`config.mk`:
```
export PLATFORM = sky130hd
export DESIGN_NAME = egg_countdown
export DESIGN_NICKNAME = d
export VERILOG_FILES = /design/src/rtl/egg_countdown_pkg.sv /design/src/rtl/sync_edge.sv /design/src/rtl/egg_countdown.sv
export SDC_FILE = /design/constraint.sdc
export NUM_CORES = 1
export LEC_CHECK = 0
export CORE_MARGIN = 1.5
export CORE_UTILIZATION = 61
export CTS_CLUSTER_DIAMETER = 80
export DETAILED_ROUTE_END_ITERATION = 10
export GPL_TIMING_DRIVEN = 1
export PLACE_DENSITY = 0.83
export SLEW_MARGIN = 20
export SYNTH_ARGS = -nofsm -noshare
export SYNTH_HDL_FRONTEND = slang
export SYNTH_SLANG_ARGS = --single-unit
```
`constraint.sdc`:
```
create_clock -name clk -period 3 [get_ports clk]
set_input_delay 0.6 -clock clk [delete_from_list [all_inputs] [get_ports clk]]
set_output_delay 0.6 -clock clk [all_outputs]
set_load 0.01 [all_outputs]
```
`src/rtl/egg_countdown_pkg.sv`:
```
// Shared types for the egg timer countdown: FSM state encoding and default count width.
// Combinational definitions only; no flow control.
package egg_countdown_pkg;

    localparam int DEFAULT_SIZE = 4;

    typedef enum logic [1:0] {
        ST_IDLE = 2'd0,
        ST_RUN  = 2'd1,
        ST_DONE = 2'd2
    } state_e;

endpackage

```
`src/rtl/sync_edge.sv`:
```
// Two-flop synchronizer plus an edge flop for a raw button; level after 2 clocks, rise pulse 1 clock wide.
// No backpressure: free-running every clock.
module sync_edge (
    input  logic clk,
    input  logic rst,
    input  logic din,
    output logic level,
    output logic rise
);

    logic s1_q, s2_q, s3_q;
    logic s1_d, s2_d, s3_d;

    always_comb begin
        s1_d = din;
        s2_d = s1_q;
        s3_d = s2_q;
    end

    always_ff @(posedge clk) begin
        if (rst) begin
            s1_q <= 1'b0;
            s2_q <= 1'b0;
            s3_q <= 1'b0;
        end else begin
            s1_q <= s1_d;
            s2_q <= s2_d;
            s3_q <= s3_d;
        end
    end

    assign level = s2_q;
    assign rise  = s2_q & ~s3_q;

endmodule

```
`src/rtl/egg_countdown.sv`:
```
// Egg timer countdown: loads set_value on a start press, steps count down every TICK_DIV clocks, alarms at zero.
// Start/cancel act 2 clocks after first being sampled; no backpressure, outputs registered.
module egg_countdown
    import egg_countdown_pkg::*;
#(
    parameter int SIZE     = DEFAULT_SIZE,
    parameter int TICK_DIV = 50_000_000
) (
    input  logic            clk,
    input  logic            rst,
    input  logic            start,
    input  logic            cancel,
    input  logic [SIZE-1:0] set_value,
    output logic [SIZE-1:0] count,
    output logic            alarm,
    output logic            busy
);

    localparam int PRESC_W = $clog2(TICK_DIV);

    logic start_lvl, start_edge;
    logic cancel_s, cancel_rise;
    logic unused_sync;

    state_e               state_q, state_d;
    logic [PRESC_W-1:0]   presc_q, presc_d;
    logic [SIZE-1:0]      count_q, count_d;
    logic                 alarm_q, alarm_d;
    logic                 busy_q, busy_d;
    logic                 wrap;

    sync_edge u_start_sync (
        .clk   (clk),
        .rst   (rst),
        .din   (start),
        .level (start_lvl),
        .rise  (start_edge)
    );

    sync_edge u_cancel_sync (
        .clk   (clk),
        .rst   (rst),
        .din   (cancel),
        .level (cancel_s),
        .rise  (cancel_rise)
    );

    assign unused_sync = start_lvl ^ cancel_rise;

    assign wrap = (presc_q == PRESC_W'(TICK_DIV - 1));

    always_comb begin
        state_d = state_q;
        presc_d = presc_q;
        count_d = count_q;

        unique case (state_q)
            ST_IDLE: begin
                count_d = set_value;
                presc_d = '0;
                if (start_edge && (set_value != '0) && !cancel_s) begin
                    state_d = ST_RUN;
                end
            end
            ST_RUN: begin
                // Cancel wins over a coincident wrap: count is frozen, no alarm.
                if (cancel_s) begin
                    state_d = ST_IDLE;
                    presc_d = '0;
                end else if (wrap) begin
                    presc_d = '0;
                    if (count_q <= SIZE'(1)) begin
                        count_d = '0;
                        state_d = ST_DONE;
                    end else begin
                        count_d = count_q - SIZE'(1);
                    end
                end else begin
                    presc_d = presc_q + PRESC_W'(1);
                end
            end
            ST_DONE: begin
                count_d = '0;
                presc_d = '0;
                if (start_edge || cancel_s) begin
                    state_d = ST_IDLE;
                end
            end
            default: begin
                state_d = ST_IDLE;
                presc_d = '0;
                count_d = '0;
            end
        endcase

        alarm_d = (state_d == ST_DONE);
        busy_d  = (state_d == ST_RUN);
    end

    always_ff @(posedge clk) begin
        if (rst) begin
            state_q <= ST_IDLE;
            presc_q <= '0;
            count_q <= '0;
            alarm_q <= 1'b0;
            busy_q  <= 1'b0;
        end else begin
            state_q <= state_d;
            presc_q <= presc_d;
            count_q <= count_d;
            alarm_q <= alarm_d;
            busy_q  <= busy_d;
        end
    end

    assign count = count_q;
    assign alarm = alarm_q;
    assign busy  = busy_q;

endmodule

```
After elaboration in Yosys (flattened, before gate mapping)

Cells that the tools add are included.

Bits in registers: 39
Logic and storage cells: 41
Output and inout bits: 6

Bitwise logic cells: 3
Magnitude comparators: 1
Add/subtract/negate cells: 2
Muxes and demuxes: 10
Equality and inequality tests: 7
Reductions and logical operators: 8

Operators by type and width:

| kind                  | number |
|---|---|
| $add 26x1->26 const B | 1 |
| $eq 26x26->1 const B  | 1 |
| $mux 4                | 3 |
| $mux 2                | 5 |
| $pmux 4 s2            | 1 |
| $pmux 2 s3            | 1 |
| $eq 2x1->1 const B    | 2 |
| $eq 2x2->1 const B    | 2 |
| $le 4x1->1 const B    | 1 |
| $ne 2x2->1 const B    | 2 |
| $reduce_bool 4->1     | 1 |
| $reduce_or 4->1       | 1 |
| $sub 4x1->4 const B   | 1 |
| $logic_and 1x1->1     | 2 |
| $logic_not 2->1       | 1 |
| $not 1->1             | 2 |
| $reduce_and 2->1      | 1 |
| $and 1x1->1           | 1 |
| $logic_not 1->1       | 1 |
| $logic_or 1x1->1      | 1 |

Depth between registers and ports, before layout

Word-level depth: 7
Mapped depth: 6

Cells and area by module

A second synthesis with hierarchy kept.

Cells, all modules: 214
Area, all modules: 1961.9 um2

By module, submodules not included:

| module        | instances | cells each | area an instance (um2) |
|---|---|---|---|
| egg_countdown | 1         | 200        | 1786.7 |
| sync_edge     | 2         | 7          | 87.6 |

Worst setup path after synthesis

Ideal clock, no wire load.

Path type: reg-to-reg
From: reg presc_q[7]
To: reg count_q[3] (netlist: count[3])
Path buffers: 0
Cell stages (with the launch flop): 5
Period minus slack after synthesis: 1873 ps
Path slack: 1127 ps
Data arrival time: 1752 ps
Setup time: 121 ps
Cell sequence: dfxtp_1 > or4b_4 > nor4_4 > a311oi_4 > mux2_4

Cells in the longest elaborated chain, start to end: 3

Ends and longest elaborated chain:

| what                              | RTL line             | text |
|---|---|---|
| start: declaration                | egg_countdown.sv:26  | `logic [PRESC_W-1:0] presc_q, presc_d;` |
| start signal: assignment          | egg_countdown.sv:109 | `presc_q <= presc_d;` |
| $eq 26x26->1                      | egg_countdown.sv:50  | `assign wrap = (presc_q == PRESC_W'(TICK_DIV - 1));` |
| $ne 2x2->1 (no source line)       | n/a                  |  |
| $reduce_and 2->1 (no source line) | n/a                  |  |
| end signal: assignment            | egg_countdown.sv:110 | `count_q <= count_d;` |
| end: declaration                  | egg_countdown.sv:27  | `logic [SIZE-1:0] count_q, count_d;` |

Every way passes these cells.
A chain may end at the register's enable or synchronous reset.

Worst setup path in the final report

From: reg presc_q[0]
To: reg presc_q[18]

Cells in the longest elaborated chain, start to end: 2
Elaborated cells on any way between the ends: 3
Classes of those cells: add/sub (1); eq/ne (1); reduce/logical (1)

Ends and longest elaborated chain:

| what |
|---|
| parallel branches: the longest is 2 deep, another holds $add 26x1->26 |

Several ways; the timed one is not identified.

==> results.json <==
{
  "status": "complete, no violations",
  "numPlacedInstances": 245,
  "num_vias": 1585,
  "cts_buffer_depth": 2,
  "instances_no_fill": 252,
  "fin_setup_tns_ps": 0,
  "cts_resized": 0,
  "coreArea_um2": 2830,
  "grt_pass1_vias": 1428,
  "cp-end-kind": "flip-flop",
  "final_cell_mix": "dfxtp_1 (39), nor2_1 (17), clkdlybuf4s50_1 (13)",
  "syn_avg_cell_area_um2": 9.05,
  "die_area_um2": 3410,
  "htree_levels": 2,
  "peakVddDrop_v": 0.000294,
  "grt-ovfl-total": 0,
  "track_usage": 0.243,
  "netlist_area_um2": 1870,
  "ys_async_sr_fraction": 0,
  "avgRoutedWirePerCell_um": 15.0,
  "drv_slew": 0,
  "worst_pin_slew_ps": 589,
  "via_per_inst": 6.29,
  "grt_first_pass_wirelength_mm": 6.28,
  "clkTransAtPathRegs_ps": 110,
  "final.setup_skew_ps": 17.4,
  "rsz0062_at_grt": "false",
  "critPathLaunchType": "flip-flop",
  "fmax_mhz": 449,
  "cts_setup_buffers": 0,
  "die_h_um": 58.4,
  "hold_violations": 0,
  "start_util": 0.663,
  "rows": 19,
  "die_x_um": 58.4,
  "cellPowerDensity_nw_per_um2": 457,
  "synthDistinctLibCells": 43,
  "ant_nets": 0,
  "grt_max_degree": 25,
  "wl_mm": 3.78,
  "slew_headroom": 0.604,
  "cp.required_ps": 3250,
  "dp_hpwl_mm": 2.77,
  "cts_tree": "yes",
  "insertedDiodeCount": 0,
  "hold_class": "flip-flop to flip-flop",
  "syn_inst": 207,
  "cts_buffers": 5,
  "seq_area_frac_synth": 0.417,
  "num-nets-final": 232,
  "drive_gt1_frac": 0.0724,
  "fillers": 208,
  "path_max_fanout": 24,
  "place_ws_ps": 723,
  "cts-root-buf": "clkbuf_4",
  "antenna_found_initial": 0,
  "critPathKind": "flip-flop to flip-flop",
  "synth_edf_count": 0,
  "ys_ff_latch": 39,
  "io_pins": 14,
  "numPortBuffers": 13,
  "fin_crit_ps": 2230,
  "cp_data_arrival_time_ps": 2480,
  "drv_cap": 0,
  "yosys_most_used_dff": "dfxtp_1",
  "worst_slack_ps": 772,
  "area_growth_pct": 11.3,
  "ys_warn_count": 0,
  "firstDrtPassIters": 4,
  "drcViolationCount": 0,
  "setup_violations": 0,
  "clock_latency_ps": 350,
  "hold_slack_ps": 447,
  "hold_buffers": 0,
  "clock-sinks": 39,
  "syn_nets": 218,
  "final_common_cell": "dfxtp_1",
  "power_leakage_nw": 0.628,
  "period_share": 0.743,
  "drtIter0Drc": 102,
  "gp_congestion": 0.814
}
## kinds of logic after synthesis
| logic type | count (synthesis) | synth area share |
|---|---|---|
| xor+xnor | 14 | 0.0654 |
| mux | 4 | 0.0240 |
| fa+ha+maj | 3 | 0.0200 |
| flops | 39 | 0.417 |
| compound gates | 35 | 0.138 |
| buf+inv | 15 | 0.0347 |
| simple gates | 97 | 0.301 |
## worst paths after layout
path | endpoint | depth (start not counted) | from | slack [ps]
setup / recovery | presc_q[18]$_SDFF_PP0_ | 5 | presc_q[0]$_SDFF_PP0_ | 770
hold / removal | u_cancel_sync.level$_SDFF_PP0_ | 1 | u_cancel_sync.s1_q$_SDFF_PP0_ | 450
setup reg to reg | presc_q[18]$_SDFF_PP0_ | 5 | presc_q[0]$_SDFF_PP0_ | 770
hold reg to reg | u_cancel_sync.level$_SDFF_PP0_ | 1 | u_cancel_sync.s1_q$_SDFF_PP0_ | 450
## per-stage QoR
stage | utilization | total power, W | area [µm²]
6_report | 0.738 | 0.000954 | 2090
5_1_grt | 0.738 | 0.000986 | 2090
4_1_cts | 0.738 | 0.000958 | 2090
3_5_place_dp | 0.711 | 0.000618 | 2010
3_3_place_gp | 0.711 | 0.000614 | 2010
2_1_floorplan | - | 0.000588 | 1870
## layer usage
layer  track usage  part of all wire  vias to the layer above
met4        0.0997             0.014                        0
met1         0.305              0.47                      754
met5             0                 0                        -
met3        0.0593             0.030                        7
met2         0.400              0.49                       30
li1              -                 -                      794
## report_power, final
part	switching [W]	leakage, nW	total (W)	internal (W)
clock network	0.000177	0.0373	0.000348	0.000171
logic	0.0000313	0.275	0.0000681	0.0000367
registers	0.0000110	0.316	0.000538	0.000527
## synth_stat cells, drive strengths merged, types with 2 or more instances
cell type	n	area share
mux2i	3	0.016
dfxtp	39	0.42
nand2	11	0.022
and4	2	0.010
xnor2	11	0.051
o311a	2	0.011
nand4	6	0.020
nor2b	8	0.027
clkbuf	3	0.0060
and3	3	0.010
o21ai	6	0.016
or4	6	0.024
xor2	3	0.014
or4b	2	0.013
ha	3	0.020
nor2	17	0.034
nand2b	5	0.017
nor4	6	0.028
o31ai	6	0.024
inv	9	0.018
buf	3	0.011
a21oi	10	0.027
or3	6	0.020
a221oi	4	0.019
nand3	13	0.037
nor3	8	0.021
## registers in the layout, summed over array words and instances, names as in the netlist
register / cells
presc_q: 26
u_cancel_sync.s1_q: 1
state_q: 2
u_start_sync.s3_q: 1
alarm: 1
count: 4
u_start_sync.s1_q: 1
busy: 1
u_cancel_sync.level: 1
u_start_sync.level: 1
## worst max-delay path, stage by stage (launching register included)
cell and delay [ps]:
dfxtp_1 400, ha_1 230, nand3_1 220, nor3_1 570, a211o_2 490, o21ba_2 220
## cell type report
type / instances / area, µm² / share of cell area
multi-input cells: 153 / 1030 / 0.493
well taps: 31 / 38.8 / 0.0186
clock buffers: 5 / 37.5 / 0.0180
clock inverters: 2 / 37.5 / 0.0180
inverters: 9 / 33.8 / 0.0162
repair buffers: 13 / 130 / 0.0624
flip-flops and latches: 39 / 781 / 0.374
No activity file was read; power rests on OpenSTA's default activity.
